File: src/rtl/mem_bus_pkg.sv
// Shared widths, master indices and read latency for the memory bus arbiter.
package mem_bus_pkg;
  localparam int ADDR_W_DEF = 32;
  localparam int DATA_W_DEF = 32;
  localparam int WEN_W_DEF  = DATA_W_DEF / 8;

  localparam logic MST_CPU = 1'b0;
  localparam logic MST_DMA = 1'b1;

  // Downstream memory returns read data this many cycles after the address.
  localparam int RD_LAT = 1;
endpackage

File: src/rtl/rr_arb2.sv
// Two-way round-robin grant; force1 lets master 1 win a tie regardless of history.
// Latency: combinational, 0 cycles.
// Backpressure: a losing requester simply sees no grant and keeps its request up.
module rr_arb2
  import mem_bus_pkg::*;
(
  input  logic [1:0] req,
  input  logic       last_gnt,
  input  logic       force1,
  output logic [1:0] gnt
);

  always_comb begin
    gnt = 2'b00;
    if (req == 2'b11) begin
      if (force1 || last_gnt == MST_CPU) gnt = 2'b10;
      else                               gnt = 2'b01;
    end else begin
      gnt = req;
    end
  end

endmodule

File: src/rtl/mem_bus_arbiter.sv
// Shares the memory controller data port between CPU (M0) and DMA (M1) with optional bounded M1 lock.
// Latency: grant is combinational; read data returns with rvalid one cycle after the grant.
// Backpressure: an ungranted master holds its request; no grant means s_wen is forced to zero.
module mem_bus_arbiter
  import mem_bus_pkg::*;
#(
  parameter int ADDR_W   = ADDR_W_DEF,
  parameter int DATA_W   = DATA_W_DEF,
  parameter int WEN_W    = WEN_W_DEF,
  parameter int MAX_LOCK = 8
) (
  input  logic              clk,
  input  logic              rst_n,
  input  logic              m0_req,
  input  logic [ADDR_W-1:0] m0_addr,
  input  logic [DATA_W-1:0] m0_wdata,
  input  logic [WEN_W-1:0]  m0_wen,
  output logic              m0_gnt,
  output logic              m0_rvalid,
  output logic [DATA_W-1:0] m0_rdata,
  input  logic              m1_req,
  input  logic [ADDR_W-1:0] m1_addr,
  input  logic [DATA_W-1:0] m1_wdata,
  input  logic [WEN_W-1:0]  m1_wen,
  input  logic              m1_lock,
  output logic              m1_gnt,
  output logic              m1_rvalid,
  output logic [DATA_W-1:0] m1_rdata,
  output logic [ADDR_W-1:0] s_addr,
  output logic [DATA_W-1:0] s_wdata,
  output logic [WEN_W-1:0]  s_wen,
  input  logic [DATA_W-1:0] s_rdata
);

  localparam int LCW = $clog2(MAX_LOCK + 1);
  localparam logic [LCW-1:0] LOCK_MAX = LCW'(MAX_LOCK);

  logic           last_gnt;
  logic           rd_pend;
  logic           rd_owner;
  logic [LCW-1:0] lock_cnt;
  logic           locked;
  logic [1:0]     arb_gnt;
  logic [1:0]     gnt;

  assign locked = m1_lock && (last_gnt == MST_DMA) && (lock_cnt < LOCK_MAX);

  rr_arb2 u_rr_arb2 (
    .req      ({m1_req, m0_req}),
    .last_gnt (last_gnt),
    .force1   (locked),
    .gnt      (arb_gnt)
  );

  // No grant may escape while reset is held, even if requests are already up.
  assign gnt    = arb_gnt & {2{rst_n}};
  assign m0_gnt = gnt[0];
  assign m1_gnt = gnt[1];

  always_comb begin
    s_addr  = m0_addr;
    s_wdata = m0_wdata;
    s_wen   = '0;
    if (gnt[1]) begin
      s_addr  = m1_addr;
      s_wdata = m1_wdata;
      s_wen   = m1_wen;
    end else if (gnt[0]) begin
      s_wen   = m0_wen;
    end
  end

  always_ff @(posedge clk or negedge rst_n) begin
    if (!rst_n) begin
      last_gnt <= MST_DMA;
      rd_pend  <= 1'b0;
      rd_owner <= MST_CPU;
      lock_cnt <= '0;
    end else begin
      if (gnt != 2'b00) begin
        last_gnt <= gnt[1];
        rd_owner <= gnt[1];
        rd_pend  <= (s_wen == '0);
      end else begin
        rd_pend  <= 1'b0;
      end
      // Count only M1 grants that actually starve a waiting M0.
      if (gnt[0] || !m1_lock)
        lock_cnt <= '0;
      else if (gnt[1] && m0_req && lock_cnt != LOCK_MAX)
        lock_cnt <= lock_cnt + 1'b1;
    end
  end

  assign m0_rvalid = rd_pend && (rd_owner == MST_CPU);
  assign m1_rvalid = rd_pend && (rd_owner == MST_DMA);
  assign m0_rdata  = s_rdata;
  assign m1_rdata  = s_rdata;

endmodule

File: config.mk
export PLATFORM = sky130hd
export DESIGN_NAME = mem_bus_arbiter
export DESIGN_NICKNAME = d
export VERILOG_FILES = /design/src/rtl/mem_bus_pkg.sv /design/src/rtl/rr_arb2.sv /design/src/rtl/mem_bus_arbiter.sv
export SDC_FILE = /design/constraint.sdc
export NUM_CORES = 1
export LEC_CHECK = 0
export ABC_CLOCK_PERIOD_IN_PS = 2200
export CAP_MARGIN = 0
export CORE_AREA = 3 3 120 122
export CTS_CLUSTER_SIZE = 10
export DETAILED_ROUTE_END_ITERATION = 8
export DIE_AREA = 0 0 123 125
export GPL_ROUTABILITY_DRIVEN = 0
export HOLD_SLACK_MARGIN = 0.06
export PLACE_DENSITY = 0.67
export SKIP_CTS_REPAIR_TIMING = 1
export SLEW_MARGIN = 20
export SYNTH_ARGS = -nofsm -noshare
export SYNTH_HDL_FRONTEND = slang
export SYNTH_SLANG_ARGS = --single-unit
File: constraint.sdc
create_clock -name clk -period 2.2 [get_ports clk]
set_input_delay 0.66 -clock clk [delete_from_list [all_inputs] [get_ports clk]]
set_output_delay 0.66 -clock clk [all_outputs]
set_load 0.1 [all_outputs]
[After elaboration in Yosys (flattened, before gate mapping)]
Cells that the tools add are included.
Widths: inputs -> output; s select.
Operators by class
  add/subtract/negate cells: 1
  reduce and logical (&&, ||, !) cells: 12
  bitwise operators: 3
  magnitude comparators: 1
  mux-type cells: 9
  equal/unequal tests: 2
Operators with widths (count)
  $mux 32: 2
  $mux 4: 4
  $logic_and 1x1->1: 6
  $add 4x1->4 const B: 1
  $logic_not 4->1: 1
  $lt 4x4->1 const B: 1
  $mux 2: 2
  $ne 4x4->1 const B: 1
  $reduce_bool 2->1: 2
  $and 2x2->2: 1
  $eq 2x2->1 const B: 1
  $logic_or 1x1->1: 2
  $not 1->1: 2
  $logic_not 1->1: 1
  $mux 1: 1
Word-level totals
  bits of input ports: 173
  bits in registers: 7

[Depth between registers and ports, before layout]
Gate-level depths: netlist of the first run.
  depth after elaboration: 10
  mapped depth: 7
  gate-level depth less buffers: 6

[Hierarchy]
Synthesis of the first run repeated with hierarchy kept, for this count alone.
Unflattened totals
  cell total of the unflattened synthesis: 197
  area, all modules: 1761.7 µm²
Modules (own cells, without submodules)
  mem_bus_arbiter: area each 1731.7 µm², seq. area each 176.4 µm², cells an instance 193, instances 1
  rr_arb2: area each 30.0 µm², seq. area each 0.0 µm², cells an instance 4, instances 1

[Worst setup path after synthesis of the first run]
Ideal clock, no wire load.
  kind: input-to-output
  start: input m1_lock
  end: output s_wen[0]
  path slack: -1.900 ns
  stages on the path: 4
  buffers on the path: 0
  data required time: 1.540 ns
  arrival time: 3.440 ns
  path through: nand2b_4 nand2_1 a21oi_1 a22o_1
On the way
  word-level cells in the longest chain between the ends: 8
Ends and longest elaborated chain
  start, declared: line mem_bus_arbiter.sv:25  | input logic m1_lock,
  $logic_and 1x1->1 (2 in series): line mem_bus_arbiter.sv:46  | assign locked = m1_lock && (last_gnt == MST_DMA) && (lock_cnt < LOCK_MAX);
  $logic_or 1x1->1: line rr_arb2.sv:16  | if (force1 || last_gnt == MST_CPU) gnt = 2'b10;
  $mux 2: line rr_arb2.sv:16
  $mux 2: line rr_arb2.sv:15  | if (req == 2'b11) begin
  $and 2x2->2: line mem_bus_arbiter.sv:56  | assign gnt = arb_gnt & {2{rst_n}};
  via m0_gnt: line mem_bus_arbiter.sv:18  | output logic m0_gnt,
  $mux 4: line mem_bus_arbiter.sv:68  | end else if (gnt[0]) begin
  $mux 4: line mem_bus_arbiter.sv:64  | if (gnt[1]) begin
  end, declared: line mem_bus_arbiter.sv:31  | output logic [WEN_W-1:0] s_wen,
The timed path passes the listed nets, and every way through them passes these cells.

[Worst setup path in the final report of the first run]
  start: input m1_lock
  end: output s_wen[1]
On the way
  word-level cells in the longest chain between the ends: 8
Ends and longest elaborated chain (line)
  $logic_and 1x1->1 * (2 in series): mem_bus_arbiter.sv:46
  $logic_or 1x1->1 *: rr_arb2.sv:16
  $mux 2 *: rr_arb2.sv:16
  $mux 2 *: rr_arb2.sv:15
  $and 2x2->2 *: mem_bus_arbiter.sv:56
  $mux 4: mem_bus_arbiter.sv:68
  $mux 4 *: mem_bus_arbiter.sv:64
Every way passes the cells marked *; elsewhere a longest branch is shown, timed or not.

==> out/qor.csv, run 1 <==
metric,value,unit
rows,42,
skew,0.002986,ns
first_pass_iters,3,
crit_top_cell,buf_12,
rsz0062_at_grt,true,
synth-seq-area-share,10.04,%
clkLatencyLatePin,0.23,ns
fin_ws,-0.2780,ns
slew_headroom,67.26,%
leakage,3.008,nW
ant_nets,0,
die_h,125,um
drtIter0Drc,54,
grt_first_pass_wirelength,15150,um
wl,11490,um
drc_errors,0,
track_usage,12.25,%
drive_above_1_share,65.31,%
finalHoldViolCount,0,
chipWidth,123,um
synth_area_leaders,"nand2_1 43%, buf_4 27%, dfrtp_1 8.5%, buf_2 2.8%, a22o_1 2.0%",
cp_cell_sequence,buf_8 -> nand2b_4 -> a31o_4 -> buf_12 -> inv_8 -> buf_6 -> a22o_4 -> buf_12,
setup-violations-final,70,
path_clk_slew,0.04,ns
power_density,407.1,nW/um2
min_path_type,input pin to asynchronous set/reset pin,
clock_sinks,7,
cts_tree,built,
period_minus_slack,2.478,ns
synth_area_per_cell,5.476,um2
violations,negative setup slack,
worst-path-max-fanout,6,
maxSlewViolCount,0,
fillers,1058,
wl_per_cell,16.60,um
grt_remaining_overflow,0,
crit_buf_inv,5,
root_buffer,clkbuf_16,
vias,2823,
num_antenna_cells,0,
drv_cap,0,
slowest_stage,a31o_4,
setup_tns,-16.82,ns
syn_nets,496,
area_growth_syn_to_layout,322.4,%
cp-start-kind,input pin,
max-clock-path-buffers,2,
die_area,15380,um2
cts_max_level,1,
min_period_over_period,112.6,%
dp_hpwl,8926,um
grt_pass1_vias,3047,
drt-vias-per-instance,4.079,
start_util,13.22,%
seq_area,176.4,um2
yosysTopAreaCell,nand2_1,
synth_edf_count,0,
synth_cell_type_count,31,
status,"finished, violations left",
worst_setup_path_end_kind,output pin,
fmax,403.6,MHz
grt_max_degree,37,
required,1.54,ns
crit_path_max_incr_delay,0.26,ns
numCtsBuffers,3,
yosysWarnings,0,
ys_seq_elements,7,
synth_top_flop_cell,dfrtp_1,
synthesis.area,1758,um2
ir_worst_vdd,0.2441,mV
multi_input_area,3232,um2
worst_path_dominant_cell_family,buffers and inverters,
io_pins,309,
syn_inst,321,
hold_ws,0.3086,ns
synthArstFlopShare,100.0,%
finalNetCount,692,
antenna_found_initial,0,
finalPower,0.003023,W
numPortBuffers,212,
core_area,13300,um2
synth_top_area_share,42.92,%
worstMarginPinSlew,0.4860,ns
crit_type,input pin to output pin,
worst_ep_arrival_time,1.82,ns
==> cell usage after synthesis (2+ instances only) <==
cell,count
clkbuf_1,4
ha_1,2
a22o_1,4
buf_4,64
inv_1,3
o21ai_0,3
a21oi_1,2
or4_1,2
nand2_1,201
buf_2,10
dfrtp_1,6
==> through the flow <==
stage / setup slack, ns / utilization [%] / area (um2) / std cells
after floorplan: -0.3258 / - / 3861 / 321
after global routing: -0.3235 / 55.85 / 7426 / 692
after detailed placement: -0.7224 / 49.43 / 6571 / 662
after CTS: -0.7292 / 50.02 / 6650 / 666
after global placement: -0.7099 / 49.43 / 6571 / 662
final: -0.2780 / 55.85 / 7426 / 692
==> metal layers <==
metal / vias to the layer above / wire length (um) / GRT usage (%) / part of all wire (%)
met4: 0 / 214 / 3.322 / 1.9
met1: 1306 / 3542 / 11.61 / 31
met2: 166 / 6356 / 23.54 / 55
met3: 29 / 1377 / 5.330 / 12
met5: - / 0 / 0 / 0
li1: 1322 / - / - / -
==> final timing paths <==
check	to	cells past startpoint	slack, ns	start
max	s_wen[1]	8	-0.28	m1_lock
min	lock_cnt[3]	2	0.31	rst_n
max reg2reg	lock_cnt[3]	7	0.38	lock_cnt[3]
min reg2reg	rd_owner	2	0.51	rd_owner
max in group asynchronous	last_gnt	2	1.68	rst_n
min in group clk	rd_owner	2	0.51	rd_owner
==> state kept, by name (all words and copies together), names as in the netlist <==
register / flops
last_gnt: 1
lock_cnt: 4
rd_owner: 1
rd_pend: 1
==> layout make-up <==
cell class	instances	share of cell area, %
timing repair inverter	2	0.5560
timing repair buffer	268	48.96
multi-input combinational	231	43.52
clock buffer	4	1.061
inverter	4	0.5560
sequential	7	2.376
tap	176	2.965
==> cells in the final DEF, fill, tap and decap left out, types with 2 or more instances in the layout <==
| cell type | Yosys | layout |
|---|---|---|
| or4_1 | 2 | 2 |
| buf_4 | 64 | 17 |
| ha_1 | 2 | 2 |
| buf_8 | 0 | 4 |
| a22o_4 | 0 | 4 |
| buf_12 | 0 | 86 |
| inv_1 | 3 | 3 |
| buf_6 | 1 | 18 |
| nand2_1 | 201 | 13 |
| o21ai_0 | 3 | 3 |
| clkbuf_16 | 0 | 6 |
| dfrtp_1 | 6 | 6 |
| nand2_4 | 0 | 47 |
| nand2_8 | 0 | 106 |
| clkinv_16 | 0 | 2 |
| nand2_2 | 0 | 35 |
| buf_16 | 0 | 3 |
| clkdlybuf4s50_1 | 0 | 136 |
==> where the power goes <==
part           internal [W]  switching (W)  leakage (nW)
Clock              0.000241      0.0000678        0.0382
Combinational       0.00107        0.00150          2.88
Sequential         0.000138     0.00000568        0.0910
==> kinds of logic after synthesis <==
| group | count (synthesis) | synth area share [%] |
|---|---|---|
| AO/OA/AOI/OAI | 16 | 8.043 |
| XOR/XNOR | 1 | 0.4983 |
| adder cells (fa/ha/maj) | 2 | 1.423 |
| buffers and inverters | 83 | 32.53 |
| flip-flops | 7 | 10.04 |
| AND/OR/NAND/NOR | 212 | 47.47 |
Note: power is estimated with default switching activity, not from simulation.
==> run 2: changes to the inputs <==
--- a/config.mk
+++ b/config.mk
@@ -12,6 +12,7 @@
 export DETAILED_ROUTE_END_ITERATION = 8
 export DIE_AREA = 0 0 123 125
 export GPL_ROUTABILITY_DRIVEN = 0
+export GPL_TIMING_DRIVEN = 0
 export HOLD_SLACK_MARGIN = 0.06
 export PLACE_DENSITY = 0.67
 export SKIP_CTS_REPAIR_TIMING = 1
==> run 2 against run 1 <==
  * The run still ends with negative setup slack left
  * Clock power grew 3%
  * Die area is the same
  * Flip-flop and latch count is the same
  * Critical path type is now flop to output pin
  * Highest routed layer unchanged
==> out/qor.csv, run 2 (same netlist as run 1, synthesis figures left out) <==
metric,value,unit
place_area,6844,um2
p_sw,0.002079,W
final_area,8594,um2
grt_remaining_overflow,0,
wl_per_cell,16.68,um
dp_hpwl,10120,um
slew_headroom,33.09,%
drv_cap,0,
wl,13310,um
numPortBuffers,276,
chipWidth,123,um
drc_errors,0,
io_pins,309,
cts_tree,built,
largest_reg_flops,4,
required,1.54,ns
setup-violations-final,69,
maxSlewViolCount,0,
combinationalPowerShare,87.3,%
fmax,396.1,MHz
status,"finished, violations left",
min_path_type,input pin to asynchronous set/reset pin,
worst-path-max-fanout,7,
die_area,15380,um2
area_growth_syn_to_layout,388.9,%
grt_first_pass_wirelength,16510,um
period_minus_slack,2.525,ns
root_buffer,clkbuf_16,
violations,negative setup slack,
finalPower,0.003660,W
path_clk_slew,0.04,ns
top_register,lock_cnt,
clock_sinks,7,
internal_power,0.001581,W
antenna_found_initial,0,
rows,42,
track_usage,13.28,%
min_period_over_period,114.8,%
finalHoldViolCount,0,
cp-start-kind,flop,
p_seq_share,4.0,%
core_area,13300,um2
first_pass_iters,4,
cts_max_level,1,
crit_type,flop to output pin,
worst_ep_arrival_time,1.86,ns
rr_worst_depth,6,
fin_ws,-0.3246,ns
switching_share,56.81,%
clockPowerShare,8.7,%
drtIter0Drc,91,
finalNetCount,798,
numCtsBuffers,3,
max-clock-path-buffers,2,
ant_nets,0,
rsz0062_at_grt,true,
drive_above_1_share,61.58,%
leakage,3.948,nW
ir_worst_vdd,0.2495,mV
start_util,13.22,%
drt-vias-per-instance,4.054,
skew,0.001089,ns
vias,3235,
worst_setup_path_end_kind,output pin,
mostFrequentLayoutCells,"136 x clkdlybuf4s50_1, 122 x nand2_8, 75 x buf_4",
grt_max_degree,11,
power_density,425.9,nW/um2
clkLatencyLatePin,0.23,ns
die_h,125,um
grt_pass1_vias,3300,
final_common_cell,clkdlybuf4s50_1,
num_antenna_cells,0,
worstMarginPinSlew,1.002,ns
==> run 2: changes by cell type in the layout (fill, tap and decap cells not counted), sizes merged <==
cell / before / now
clkbuf: 8 / 15
inv: 4 / 3
dlymetal6s2s: 0 / 65
buf: 128 / 163
==> run 2: cell type report <==
class	count	area, um2
inverter	4	41.29
buffer	79	794.5
multi-input combinational	231	3309
sequential	7	176.4
tap	176	220.2
timing repair inverter	1	30.03
timing repair buffer	296	3944
fill	962	4701
clock buffer	4	78.83
==> run 2: worst paths after layout <==
path                          start           to  slack [ns]
max                        last_gnt  s_wdata[20]       -0.32
min                           rst_n  lock_cnt[0]        0.30
max reg2reg                last_gnt      rd_pend        0.48
min reg2reg                last_gnt     last_gnt        0.51
max in group asynchronous     rst_n     last_gnt        1.70
min in group clk           last_gnt     last_gnt        0.51
==> run 2: power groups by stage <==
| stage | Sequential, W | Combinational (W) | Clock (W) |
|---|---|---|---|
| after floorplan | 0.000146 | 0.00201 | 0 |
| after global placement | 0.000147 | 0.00268 | 0 |
| after detailed placement | 0.000148 | 0.00270 | 0 |
| after CTS | 0.000147 | 0.00271 | 0.000322 |
| after global routing | 0.000148 | 0.00329 | 0.000330 |
| final | 0.000147 | 0.00320 | 0.000318 |
==> run 2: critical path: stages (launching register included) <==
cell and delay (ns):
dfstp_2 0.59, a31o_4 0.21, buf_12 0.16, buf_12 0.16
clkbuf_16 0.20, nand2_8 0.07, nand2_8 0.06, buf_12 0.16
==> run 2: through the flow <==
step | setup slack (ns) | std cells | setup TNS [ns] | util, % | hold slack [ns]
detailed placement | -2.107 | 773 | -162.90 | 51.48 | 0.5039
global route | -0.3814 | 798 | -21.45 | 64.64 | 0.2954
CTS | -2.104 | 777 | -162.05 | 52.07 | 0.5100
floorplan | -0.3258 | 321 | -5.476 | - | 0.3644
finish | -0.3246 | 798 | -17.67 | 64.64 | 0.2988
global placement | -2.088 | 773 | -160.79 | 51.48 | 0.4981
==> run 2: layer usage <==
| layer | GRT usage, % | wire length, um |
|---|---|---|
| met5 | 0 | 0 |
| met4 | 2.280 | 184 |
| met3 | 4.833 | 1527 |
| met2 | 27.02 | 7437 |
| met1 | 12.43 | 4161 |
==> edit 1, RTL diff (flow settings as in run 2) <==
Make the reset (`rst_n`) synchronous in one clocked block.
--- a/src/rtl/mem_bus_arbiter.sv
+++ b/src/rtl/mem_bus_arbiter.sv
@@ -72,3 +72,3 @@
 
-  always_ff @(posedge clk or negedge rst_n) begin
+  always_ff @(posedge clk) begin
     if (!rst_n) begin
Check against the original RTL: differs if rst_n is asserted again (counterexample within 4 cycles, from zero or initial values and one cycle with rst_n low); with rst_n held inactive, the same outputs for 10 cycles.
==> edit 1 against run 2 <==
The run still ends with setup timing left. Wire length decreased by 13%. Cell count decreased by 0.13%. Sequential cell count is the same. Register-to-register slack improved by 0.27 ns. Non-clock buffer count is 12 lower. Cell area down 15%. Area after synthesis up 1.0%. Global-route usage down 0.97 points. Total power down 12%. Setup slack got worse by 0.13 ns. Critical endpoint is now s_wdata[16].
==> edit 1: results (changes against run 2) <==
failing_checks: "setup timing"
grt_use_met1_pct: 12.52  # +0.089 points
grtUsageTotal_pct: 12.31  # -0.97 points
avgSynthCellArea_sq_um: 5.348  # -2.3%
finalSetupViolations: 69  # unchanged
cpMaxStageDelayCell: "o21bai_4"
timing.final.ws_setup_ns: -0.4503  # -0.1257 ns
static-leakage-power_nw: 3.534  # -10%
headroom_to_the_max_slew_limit_pct: 33.51  # +0.42 points
dp_hpwl_um: 9322  # -7.9%
synth.distinct_cells: 32  # +3.2%
nNetsFinal: 797  # -0.13%
first_iter_violations: 108  # +19%
netlist_top_cells_area: "nand2_1 (41%), buf_4 (28%), dfxtp_1 (7.9%), buf_2 (2.3%), nand3_1 (1.7%)"
maximum_vdd_drop_uv: 295.3  # +18%
wl_met1_um: 3745  # -10%
dominantRegCellSynth: "dfxtp_1"
p_int_mw: 1.346  # -15%
final-instance-count-excl-fill: 797  # -0.13%
synth-seq-area-share_pct: 7.893  # -2.1 points
result_of_the_run: "finished, violations left"
wl_met3_um: 1131  # -26%
gr-usage-met3_pct: 3.478  # -1.4 points
gr-usage-met2_pct: 25.09  # -1.9 points
hold_class: "flip-flop to flip-flop"
drt-total-wl_um: 11560  # -13%
synthArstFlopShare_pct: 0  # -100 points
critical_path.max_stage_delay_ns: 0.27  # -0.32 ns
dp.cells: 784  # +1.4%
first_pass_grt_wire_length_um: 15660  # -5.2%
edit 1: cell count changes in the layout (fill, tap and decap cells not counted), moves of 8 or more:
| cell | before | now |
|---|---|---|
| nand2_1 | 8 | 40 |
| buf_12 | 70 | 33 |
| nand2_2 | 55 | 66 |
| buf_16 | 8 | 0 |
| buf_6 | 7 | 18 |
| buf_8 | 3 | 31 |
| nand2_8 | 122 | 81 |
edit 1: logic make-up (layout without fill, tap and decap cells):
group                      count (synthesis)  count (layout)  share of synthesized area, %
AOI/OAI and AO/OA                         18              18                         8.246
and+or+nand+nor                          218             218                         48.84
adders and majority gates                  2               2                         1.409
DFF                                        7               7                         7.893
muxes                                      2               2                         1.128
buffers and inverters                     85             374                         32.49
edit 1: stage by stage:
stage | instance area (sq um) | total power [mW]
after global routing | 7321 | 3.324
after floorplan | 3302 | 2.006
final | 7321 | 3.227
after CTS | 6364 | 2.965
after detailed placement | 6285 | 2.648
after global placement | 6285 | 2.632
edit 1: worst paths after layout:
path,startpoint,endpoint,slack (ns),cells past startpoint
worst max-delay path,m1_lock,s_wdata[16],-0.45,9
worst max register to register,last_gnt$_SDFFE_PN1P_,rd_pend$_SDFF_PN0_,0.75,6
worst min-delay path,lock_cnt[2]$_SDFFE_PP0P_,lock_cnt[2]$_SDFFE_PP0P_,0.50,2
worst min register to register,lock_cnt[2]$_SDFFE_PP0P_,lock_cnt[2]$_SDFFE_PP0P_,0.50,2
edit 1: layout make-up:
| cell class | count | area (sq um) |
|---|---|---|
| Buffer | 77 | 650.6 |
| Clock buffer | 4 | 78.83 |
| Fill cell | 1105 | 5974 |
| Inverter | 7 | 33.78 |
| Multi-Input combinational cell | 240 | 2676 |
| Sequential cell | 7 | 140.1 |
| Tap cell | 176 | 220.2 |
| Timing Repair Buffer | 286 | 3521 |
==> edit 2, RTL diff (config.mk and constraints of run 2) <==
Made on the original files. The parameter `MAX_LOCK` goes from 8 to 4.
--- a/src/rtl/mem_bus_arbiter.sv
+++ b/src/rtl/mem_bus_arbiter.sv
@@ -9,3 +9,3 @@
   parameter int WEN_W    = WEN_W_DEF,
-  parameter int MAX_LOCK = 8
+  parameter int MAX_LOCK = 4
 ) (
Behaviour: not the same (a bounded check fails within 10 cycles, from zero or initial values and one cycle with rst_n low).
==> edit 2 against run 2 <==
The run still ends with setup timing left. Wire length is 21% lower. Sequential share of layout area grew 0.45 points. Core utilization is 19 points lower. Maximum frequency down 4.5%. Sequential cell count decreased by 1. Area after synthesis increased by 2.6%. Sequential power fell by 16%. Setup slack got worse by 0.12 ns. Die area unchanged. Count of clock-buffer cells in the layout stayed put. Cell area down 30%. Total power down 20%. Critical path type is now input pin to output pin.
==> edit 2: results (changes against run 2) <==
cpMaxStageDelayCell: "mux2_4"
post_drt_via_cell_ratio: 3.739  # -7.8%
finalSetupViolations: 70  # +1.4%
wl_met3_um: 1068  # -30%
result_of_the_run: "finished, violations left"
failing_checks: "setup timing"
synth_commonest_cells: "buf_4 (64), mux2_2 (36), mux2_4 (28)"
largest_register_ffs: 3  # -1
headroom_to_the_max_slew_limit_pct: 33.50  # +0.41 points
nNetsFinal: 644  # -19%
clk-power_uw: 311  # -2%
grt_pass1_vias: 2557  # -23%
critPathLaunch: "m0_req"
post_dp_cell_area_sq_um: 5006  # -27%
netlist_top_cells_area: "buf_4 (27%), mux2_4 (23%), mux2_2 (22%), dfrtp_1 (6.9%), buf_6 (2.5%)"
whs_ns: 0.2126  # -0.08617 ns
dr_wl_met2_um: 6209  # -17%
dr_total_vias: 2408  # -26%
cts_buffers: 3  # unchanged
synth-seq-area-share_pct: 8.397  # -1.6 points
syn_nets: 356  # -28%
route.detailed.wl_per_inst_um: 16.23  # -2.7%
dp_hpwl_um: 8364  # -17%
static-leakage-power_nw: 3.298  # -16%
pg_comb_mw: 2.50  # -22%
layout-drive-gt1-share_pct: 50.00  # -12 points
crit-reg2reg-capture: "lock_cnt[2]$_DFFE_PN0P_"
grt_start_max_net_pins: 11  # unchanged
post_synth_fa_ha_maj_area_fraction_pct: 1.388  # -0.036 points
first_iter_violations: 37  # -59%
first_pass_grt_wire_length_um: 13230  # -20%
count_of_cells_along_the_worst_register_to_register_path: 5  # -1
wl_met1_um: 3053  # -27%
grtUsageTotal_pct: 10.50  # -2.8 points
dp.cells: 633  # -18%
synth.distinct_cells: 27  # -13%
setup_total_negative_slack_ns: -24.35  # -6.678 ns
critical_path.max_stage_delay_ns: 0.31  # -0.28 ns
worst_setup_path_endpoint: "s_wdata[9]"
synth-xor-area-share_pct: 0  # -0.50 points
clock-skew-final_ns: 0.005794  # +0.004705 ns
worst_r2r_startpoint: "lock_cnt[0]$_DFFE_PN0P_"
timing.final.ws_setup_ns: -0.4445  # -0.1199 ns
number_of_enable_flip_flop_cells_after_synthesis: 0  # unchanged
## edit 2: changes by cell type after synthesis, moves of 4 or more
cell,before,now
mux2_4,0,28
clkbuf_1,4,0
buf_2,10,3
mux2_2,0,36
nand2_1,201,6
o311ai_0,0,4
## edit 2: worst reg2reg max path, stage by stage, from the launching register on
cell and delay (ns):
dfrtp_1 0.36, inv_1 0.07, ha_1 0.20, a21bo_2 0.22, a2111oi_0 0.57, mux2i_1 0.24
## edit 2: area by class of cell
type	count	area (sq um)	area share, %
Buffer	71	615.6	10.18
Clock buffer	4	78.83	1.304
Inverter	4	18.77	0.3104
Multi-Input combinational cell	100	1301	21.52
Sequential cell	6	151.4	2.504
Tap cell	176	220.2	3.642
Timing Repair Buffer	283	3661	60.54
## edit 2: routing by layer
metal,up-vias,track usage (%)
li1,1151,-
met1,1103,9.701
met2,145,22.39
met3,9,2.755
met4,0,1.564
met5,-,0
